==> src/rtl/twiddle_angle_seq.sv <==
// rtl/twiddle_angle_seq.sv - FFT stage twiddle angle sequencer
// Streams k and the single-precision angle -2*pi*k/N for every butterfly of one stage.
module twiddle_angle_seq #(
  parameter int LOG2N = 6,
  parameter int SW    = $clog2(LOG2N + 1)
) (
  input  logic               i_clk,
  input  logic               i_rst,
  input  logic               i_start,
  input  logic [SW-1:0]      i_stage,
  input  logic               i_ready,
  output logic               o_valid,
  output logic [31:0]        o_angle,
  output logic [LOG2N-2:0]   o_k,
  output logic               o_last,
  output logic               o_busy,
  output logic               o_err
);

  localparam int N    = 1 << LOG2N;
  localparam int HALF = N / 2;
  localparam int KW   = LOG2N - 1;

  // Double to single, round to nearest-even; angles are normal and well inside single range.
  function automatic logic [31:0] dbl_to_sgl(input logic [63:0] d);
    logic [7:0]  e;
    logic        rnd;
    logic [30:0] mag;
    if (d[62:0] == 63'd0) return 32'h0000_0000;
    e   = 8'(d[62:52] - 11'd896);
    rnd = d[28] && ((|d[27:0]) || d[29]);
    mag = {e, d[51:29]} + 31'(rnd);
    return {d[63], mag};
  endfunction

  logic [31:0] rom [HALF];

  for (genvar g = 0; g < HALF; g++) begin : g_rom
    localparam real ANG = -6.283185307179586 * real'(g) / real'(N);
    localparam logic [31:0] ENTRY = dbl_to_sgl($realtobits(ANG));
    assign rom[g] = ENTRY;
  end

  typedef enum logic {IDLE, RUN} state_t;
  state_t state_q, state_d;

  logic [KW-1:0] m_q;
  logic          issue_done_q;
  logic [SW-1:0] shamt_q;
  logic          s1_valid_q;
  logic [KW-1:0] s1_k_q;
  logic          s1_last_q;

  logic          stage_ok, accept, issue, advance, done_xfer;
  logic [KW-1:0] k_calc;

  assign stage_ok  = (i_stage != '0) && (i_stage <= SW'(LOG2N));
  assign accept    = (state_q == IDLE) && i_start && stage_ok;
  assign issue     = (state_q == RUN) && !issue_done_q;
  assign advance   = !o_valid || i_ready;
  assign done_xfer = o_valid && i_ready && o_last;
  // Shifting m and truncating to KW bits is exactly (m mod 2^(s-1)) << (LOG2N-s).
  assign k_calc    = m_q << shamt_q;
  assign o_busy    = (state_q == RUN);

  always_comb begin
    state_d = state_q;
    case (state_q)
      IDLE:    if (accept)    state_d = RUN;
      RUN:     if (done_xfer) state_d = IDLE;
      default:                state_d = IDLE;
    endcase
  end

  always_ff @(posedge i_clk) begin
    if (i_rst) begin
      state_q      <= IDLE;
      m_q          <= '0;
      issue_done_q <= 1'b0;
      shamt_q      <= '0;
      s1_valid_q   <= 1'b0;
      s1_k_q       <= '0;
      s1_last_q    <= 1'b0;
      o_valid      <= 1'b0;
      o_angle      <= 32'h0000_0000;
      o_k          <= '0;
      o_last       <= 1'b0;
      o_err        <= 1'b0;
    end else begin
      state_q <= state_d;
      o_err   <= (state_q == IDLE) && i_start && !stage_ok;
      if (accept) begin
        m_q          <= '0;
        issue_done_q <= 1'b0;
        shamt_q      <= SW'(LOG2N) - i_stage;
      end else if (issue && advance) begin
        m_q <= m_q + 1'b1;
        if (m_q == KW'(HALF - 1)) issue_done_q <= 1'b1;
      end
      // Whole two-stage pipe stalls together so held outputs never change.
      if (advance) begin
        s1_valid_q <= issue;
        s1_k_q     <= k_calc;
        s1_last_q  <= issue && (m_q == KW'(HALF - 1));
        o_valid    <= s1_valid_q;
        o_k        <= s1_k_q;
        o_last     <= s1_valid_q && s1_last_q;
        o_angle    <= rom[s1_k_q];
      end
    end
  end

endmodule

==> config.mk <==
export PLATFORM = sky130hd
export DESIGN_NAME = twiddle_angle_seq
export DESIGN_NICKNAME = d
export VERILOG_FILES = /design/src/rtl/twiddle_angle_seq.sv
export SDC_FILE = /design/constraint.sdc
export NUM_CORES = 1
export LEC_CHECK = 0
export CAP_MARGIN = 20
export CORE_MARGIN = 5
export CORE_UTILIZATION = 50
export CTS_CLUSTER_SIZE = 20
export DETAILED_ROUTE_END_ITERATION = 8
export GPL_TIMING_DRIVEN = 0
export PLACE_DENSITY = 0.74
export SYNTH_ARGS = -nofsm -noshare
export SYNTH_HDL_FRONTEND = slang
export SYNTH_SLANG_ARGS = --single-unit
==> constraint.sdc <==
create_clock -name i_clk -period 2.7 [get_ports i_clk]
set_input_delay 0.405 -clock i_clk [delete_from_list [all_inputs] [get_ports i_clk]]
set_output_delay 0.405 -clock i_clk [all_outputs]
set_load 0.01 [all_outputs]
==> summary.txt, run 1 <==
Clocking
  – Reg clk slew, reported paths: ~0.09 ns
  – Clk sinks: 53
  – H-tree Lvls: 2
  – Post-CTS Repair Setup Buffers: 0
  – Num CTS Buffers: 5
  – TritonCTS clock tree: done
  – Root buffer cell: clkbuf_8
  – Worst-Skew Late Latency: between 0.3 and 0.4 ns
  – Hold-fix buffers, CTS: 0
  – Post-cts gate resize count: 0
  – Maximum clock path buffer count: 2

Routing
  – Final ANT Viol Nets: 0
  – DR WL/cell: 20.9 µm
  – Number of vias per cell: 6.18
  – DRC errors left: 0
  – Total number of vias: between 3000 and 4000
  – Starting DRT DRC Count: 302
  – Routed wire length: between 10000 and 15000 µm
  – Drt first pass iters: 5

Critical path
  – Crit. Startpoint: s1_k_q[1]$_SDFFE_PP0P_
  – R2r startpoint: s1_k_q[1]$_SDFFE_PP0P_
  – Maximum fanout along the worst path: 10
  – Crit start category: flip-flop
  – Reg2Reg Depth: 8
  – Crit end category: flip-flop
  – WP data required: 2.89 ns
  – CP arrival: ~2.8 ns
  – Crit Path Class: flip-flop to flip-flop

Status
  – Outcome: complete, no violations

Floorplanning
  – Die footprint: 8560 µm²
  – Die Wd: 92.5 µm
  – Num rows: 30
  – I/O Pins: 48
  – Initial Util: between 50 and 60%
  – Chip height: between 90 and 100 µm
  – Core area: 6720 µm²

Finish
  – Diodes inserted: 0
  – Share of post-route cells with drive strength above 1: between 10 and 15%
  – Final Net Count: 485
  – Non-filler cells in the finished layout: 543
  – Area Overhead vs Synth: 19.0%

Synthesis
  – Netlist Area Pre-Place: 3400 µm²
  – Post-synth top cells: 53 x dfxtp_1, 41 x nor2_1, 31 x a21oi_1, 31 x nand2_1, 21 x buf_2
  – Sequential area share after synthesis: 31.2%
  – Area contributors post-synth: dfxtp_1 31%, ha_1 5.9%, a21oi_1 4.6%
  – Synth top area share: 31.2%
  – Synth area leader: dfxtp_1
  – Largest family of logic cells by synthesized area: compound AO/OA/AOI/OAI gates
  – Count leader, synth: dfxtp_1
  – Synth Area in Compound Gates: around a quarter
  – Gate Count Post-Synth: 409
  – Synth Warn #: 0
  – Async set-reset flop share out of synthesis: 0%
  – FF+latch count, synth: 53
  – Synth Area in XOR/XNOR: 1.03%
  – Post-synthesis simple-gate area fraction: 23.7%
  – Avg Cell Area, Syn: around 8.3 µm²
  – Synthesized Nets: 432
  – Predominant post-synthesis flop cell: dfxtp_1
  – Number of synthesized flops with an enable pin: 0
  – Post-synthesis mux area share: 4.59%
  – Synth Area in Adders: under 10%
  – Synth unique cells: 74

STA
  – Clock Skew: roughly 0.014 ns
  – Fin. max-slew vios: 0
  – Slew @ Worst Pin: 0.629 ns
  – Headroom to the max-slew limit: 58.0%
  – Total negative setup slack: 0 ns
  – Highest Clock Rate: 0.386 GHz
  – Final hold violations: 0
  – Period minus WS final: approximately 2.6 ns
  – Final setup violation count: 0
  – Setup ws final: 0.107 ns
  – RSZ-0062 raised after global routing: false
  – Final period util: between 90% and 100%

Worst hold path
  – Hold path depth: 2
  – Min-delay worst type: flip-flop to flip-flop
  – Worst hold start: o_k[2]$_SDFFE_PP0P_

Global route
  – Antenna violations before repair: 0
  – Vias in the first global route: approximately 3200
  – Congestion Overflow GR: 0
  – GRT Util Overall: 26.7%
  – Global-route wire length before repair: 17800 µm
  – Largest net degree at the start of global routing: 17

Placed design
  – GPL Wtd Cong: approximately 0.98
  – Port-buffer cells: 46
  – Placement Setup Slack: around 0.18 ns
  – Hpwl dp: ~8300 µm
  – Placed cell count: 535

Pwr
  – LEAKAGE: 1.52 nW
  – PD cells: 405 nW/µm²
  – Peak VDD IR: 0.299 mV

Run
  – Max Cap Violations: 0
cell type report:
type	instances	area, µm²
Tap cell	80	100
Buffer	44	267
Clock buffer	6	72.6
Fill cell	616	2670
Multi-Input combinational cell	303	2040
Timing Repair Buffer	46	460
Clock inverter	2	13.8
Sequential cell	53	1060
Inverter	9	33.8
routing by layer:
| metal | global-route usage, % | vias up | share of wire (%) | wire, µm |
|---|---|---|---|---|
| met2 | 42.4 | 199 | 45 | 5150 |
| met3 | 4.87 | 27 | 8.6 | 981 |
| met1 | 36.8 | 1564 | 44 | 4970 |
| met4 | 8.17 | 0 | 2.3 | 259 |
| met5 | 0 | - | 0 | 0 |
| li1 | - | 1567 | - | - |
per-stage QoR:
stage	power, W	cell area, µm²	hold WS (ns)	utilization, %
2_1_floorplan	0.00106	3400	0.448	-
5_1_grt	0.00171	4050	0.478	60.3
3_5_place_dp	0.00119	3970	0.446	59.0
4_1_cts	0.00165	4050	0.461	60.3
6_report	0.00164	4050	0.456	60.3
3_3_place_gp	0.00118	3970	0.440	59.0
state kept, by name, indices dropped and copies added, names as in the netlist:
name	cells
o_err	1
s1_last_q	1
s1_valid_q	1
shamt_q	3
s1_k_q	5
o_k	5
o_valid	1
o_last	1
m_q	5
o_angle	28
issue_done_q	1
o_busy	1
placed cells by master (no fill, tap or decap), types with 3 or more instances in the layout:
cell,count
dfxtp_1,53
clkdlybuf4s50_1,46
nor2_1,41
nand2_1,31
a21oi_1,31
buf_2,21
ha_1,16
nand2b_1,13
o21ai_0,12
nor2b_1,11
clkbuf_1,10
nor3_1,10
nand3_1,10
mux2i_1,10
buf_4,9
o211ai_1,9
o21ai_1,8
inv_1,7
nand3b_1,7
a211oi_1,7
a311oi_1,5
clkbuf_8,5
buf_6,4
a211o_1,4
xnor2_1,4
a22oi_1,4
nor4_1,3
a31oi_1,3
a221oi_1,3
o22ai_1,3
and2_1,3
power breakdown:
group / switching (W) / leakage, nW / internal (W) / total [W]
sequential: 0.0000241 / 0.430 / 0.000814 / 0.000838
clock: 0.000279 / 0.0456 / 0.000186 / 0.000465
combinational: 0.000185 / 1.05 / 0.000152 / 0.000336
total: 0.000488 / 1.52 / 0.00115 / 0.00164
worst paths after layout:
check	slack, ns	endpoint
min	0.46	o_k[2]$_SDFFE_PP0P_
max reg2reg	0.11	o_angle[22]$_SDFFE_PP0P_
max	0.11	o_angle[22]$_SDFFE_PP0P_
min reg2reg	0.46	o_k[2]$_SDFFE_PP0P_
kinds of logic (layout without fill, tap and decap cells):
| group | count (synthesis) | count (layout) |
|---|---|---|
| muxes | 14 | 14 |
| AOI/OAI and AO/OA | 117 | 117 |
| DFF | 53 | 53 |
| xor gates and xnor gates | 4 | 4 |
| adders and majority gates | 17 | 17 |
| buffers and inverters | 53 | 107 |
| and+or+nand+nor | 151 | 151 |
critical path: stages (launching register included):
cell and delay [ns]:
dfxtp_1 0.46, buf_2 0.33, inv_1 0.20, ha_1 0.34
buf_2 0.20, nor2_1 0.34, nor3_2 0.08, o311ai_1 0.39
a21oi_1 0.11
No activity file was read; power rests on OpenSTA's default activity.
==> inputs of run 2 (changes only) <==
- ABC_AREA: default -> 1
- DONT_BUFFER_PORTS: default -> 1
- GPL_ROUTABILITY_DRIVEN: default -> 0
- PLACE_DENSITY: 0.74 -> default
==> run 2 against run 1 <==
Combinational power up 1%. Sequential cell count is the same. Total power is 4.6% higher. Sequential power up 6.3%. Clock-buffer cell count stayed put. Die area fell by 4.6%. Cell area shrank 16%. Largest cell class unchanged. Setup slack gained 0.29 ns.
==> summary.txt, run 2 <==
Critical path
  – WP data required: 2.95 ns (+0.06 ns)
  – Crit end category: flip-flop
  – Crit start category: flip-flop
  – Crit Path Class: flip-flop to flip-flop
  – Worst path slowest cell: dfxtp_1
  – CP Cell Sequence: inv_1 > ha_1 > inv_1 > nand2_1 > nand2_1 > nand2_1 > o21ai_1 > nand2_1 > a21oi_1
  – Critical Path Most Common Cell: nand2_1
  – CP arrival: 2.55 ns (-0.23 ns)
  – Maximum fanout along the worst path: 12 (+2)
  – Max incr delay on CP: 0.63 ns (+0.17 ns)

Clocking
  – Post-cts gate resize count: 0 (unchanged)
  – Worst-Skew Late Latency: 0.31 ns (about the same)
  – Hold-fix buffers, CTS: 0 (unchanged)
  – Clk sinks: 53 (unchanged)
  – Num CTS Buffers: 5 (unchanged)
  – TritonCTS clock tree: done
  – Post-CTS Repair Setup Buffers: 0 (unchanged)
  – Maximum clock path buffer count: 2 (unchanged)
  – H-tree Lvls: 2 (unchanged)
  – Root buffer cell: clkbuf_8
  – Reg clk slew, reported paths: 0.10 ns (about the same)

Synthesis
  – Synth Area in Adders: 6.20% (+0.025 points)
  – FF+latch count, synth: 53 (unchanged)
  – Synth area leader: dfxtp_1
  – Post-synthesis mux area share: 0% (-4.6 points)
  – Sequential area share after synthesis: 32.9% (+1.7 points)
  – Synth unique cells: 38 (-49%)
  – Async set-reset flop share out of synthesis: 0% (unchanged)
  – Synth Area in XOR/XNOR: 0.542% (-0.49 points)
  – Post-synthesis simple-gate area fraction: 35.4% (+12 points)
  – Netlist Area Pre-Place: 3230 µm² (-5.1%)
  – Synthesized Nets: 514 (+19%)
  – Count leader, synth: nand2_1
  – Gate Count Post-Synth: 491 (+20%)
  – Synth Warn #: 0 (unchanged)
  – Synth top area share: 32.9% (+1.7 points)
  – Synth Area in Compound Gates: 14.0% (-11 points)
  – Predominant post-synthesis flop cell: dfxtp_1
  – Post-synth top cells: 152 x nand2_1, 59 x nand3_1, 53 x dfxtp_1, 40 x a21oi_1, 35 x nor2_1
  – Number of synthesized flops with an enable pin: 0 (unchanged)
  – Avg Cell Area, Syn: 6.58 µm² (-21%)
  – Largest family of logic cells by synthesized area: simple AND/OR/NAND/NOR gates
  – Area contributors post-synth: dfxtp_1 33%, nand2_1 18%, nand3_1 9.1%

STA
  – Slew @ Worst Pin: 0.577 ns (-0.0520 ns)
  – Fin. max-slew vios: 0 (unchanged)
  – Final period util: 85.1% (-11 points)
  – Final setup violation count: 0 (unchanged)
  – Total negative setup slack: 0 ns (unchanged)
  – Clock Skew: 0.00485 ns (-0.00878 ns)
  – RSZ-0062 raised after global routing: false
  – Final hold violations: 0 (unchanged)
  – Highest Clock Rate: 0.435 GHz (+13%)
  – Period minus WS final: 2.30 ns (-0.295 ns)
  – Headroom to the max-slew limit: 61.5% (+3.5 points)

Finish
  – Filler cells: 676 (+9.7%)
  – Share of post-route cells with drive strength above 1: 11.0% (-3.0 points)
  – Max reg flops: 28 (unchanged)
  – Most common cell after layout, fill and taps aside: nand2_1
  – Area Overhead vs Synth: 5.97%
  – Commonest cells after routing, fill and taps aside: 152 x nand2_1, 59 x nand3_1, 53 x dfxtp_1
  – Most flop-heavy register: o_angle
  – Diodes inserted: 0 (unchanged)
  – Final Net Count: 521 (+7.4%)

Placed design
  – Hpwl dp: 7300 µm (-12%)
  – Port-buffer cells: 0 (-100%)

Routing
  – Total number of vias: 3295 (-1.8%)
  – Routed wire length: 9750 µm (-14%)
  – DRC errors left: 0 (unchanged)
  – Drt first pass iters: 6 (+1)
  – Final ANT Viol Nets: 0 (unchanged)
  – Number of vias per cell: 5.72 (-7.5%)
  – Starting DRT DRC Count: 508 (+68%)
  – DR WL/cell: 16.9 µm (-19%)

Status
  – Outcome: complete, no violations

Global route
  – Antenna violations before repair: 0 (unchanged)
  – Met2 GRT Util: 35.5% (-6.9 points)
  – Gr busiest metal: met2
  – Global-route wire length before repair: 15900 µm (-11%)
  – Vias in the first global route: 3052 (-3.5%)
  – GRT Util Overall: 23.8% (-2.9 points)
  – Largest net degree at the start of global routing: 17 (unchanged)
  – Congestion Overflow GR: 0 (unchanged)
  – Met3 usage: 5.08% (+0.21 points)
  – Met1 Use GR: 34.2% (-2.6 points)

Pwr
  – Sw Share: 32.8% (+3.0 points)
  – Int Power: 0.00115 W (about the same)
  – Total power: 0.00171 W (+4.6%)
  – LEAKAGE: 1.60 nW (+5.4%)
  – Switching power total: 0.000562 W (+15%)
  – Combinational Power Share: 19.9% (-0.6 points)
  – Peak VDD IR: 0.365 mV (+22%)
  – PD cells: 501 nW/µm² (+24%)
  – Power share of the clock group: 28.2% (-0.2 points)
  – Reg power frac: 51.9% (+0.8 points)

Floorplanning
  – I/O Pins: 48 (unchanged)
  – Num rows: 29 (-3.3%)
  – Chip height: 90.4 µm (-2.3%)
  – Die Wd: 90.4 µm (-2.3%)
  – Die footprint: 8170 µm² (-4.6%)
  – Core area: 6310 µm² (-6.0%)
  – Initial Util: 51.1% (+0.48 points)

Run
  – Max Cap Violations: 0 (unchanged)

Worst hold path
  – Min-delay worst type: primary input to flip-flop
-- run 2: final cells by class --
class	instances	area [µm²]	share of cell area (%)
Multi-Input combinational cell	367	1810	53.0
Sequential cell	53	1060	31.0
Buffer	28	190	5.56
Inverter	43	165	4.83
Tap cell	77	96.3	2.82
Clock buffer	6	82.6	2.41
Clock inverter	2	13.8	0.402
-- run 2: worst paths after layout --
| check | from | end | slack (ns) | cells after the start |
|---|---|---|---|---|
| worst max-delay path | s1_k_q[0]$_SDFFE_PP0P_ | o_angle[3]$_SDFFE_PP0P_ | 0.40 | 9 |
| worst min-delay path | i_rst | o_angle[29]$_SDFFE_PP0P_ | 0.14 | 1 |
| worst max register to register | s1_k_q[0]$_SDFFE_PP0P_ | o_angle[3]$_SDFFE_PP0P_ | 0.40 | 9 |
| worst min register to register | s1_last_q$_SDFFE_PP0P_ | s1_last_q$_SDFFE_PP0P_ | 0.48 | 2 |
-- run 2: power by group through the flow --
stage | combinational (W) | clock [W] | sequential [W]
floorplan | 0.000252 | 0 | 0.000896
global placement | 0.000330 | 0 | 0.000908
detailed placement | 0.000331 | 0 | 0.000910
CTS | 0.000333 | 0.000494 | 0.000892
global route | 0.000377 | 0.000523 | 0.000898
finish | 0.000340 | 0.000484 | 0.000891
-- run 2: critical path, delay by kind of cell (launching register included) --
family / cells / cell delay (ns)
buf+inv: 2 / 0.50
compound gates: 2 / 0.26
flops: 1 / 0.63
fa+ha+maj: 1 / 0.41
simple gates: 4 / 0.43
-- run 2: cell families after synthesis --
logic type / Yosys count
xor gates and xnor gates: 2
buffers and inverters: 71
DFF: 53
and+or+nand+nor: 266
adders and majority gates: 16
AOI/OAI and AO/OA: 83
-- run 2: per-stage QoR --
step                      cells  hold slack [ns]  instance area (µm²)  util [%]  setup WS, ns
after detailed placement    568            0.468                 3330      52.7         0.526
after floorplan             491            0.445                 3230         -         0.982
after global routing        576            0.136                 3420      54.2         0.284
after global placement      568            0.464                 3330      52.7         0.528
final                       576            0.141                 3420      54.2         0.402
after CTS                   576            0.142                 3420      54.2         0.509
-- run 2: per-layer routing --
layer  wire length (µm)  share of wire, %
met1               4410                45
met5                  0                 0
met4                238               2.4
met3                977                10
met2               4120                42
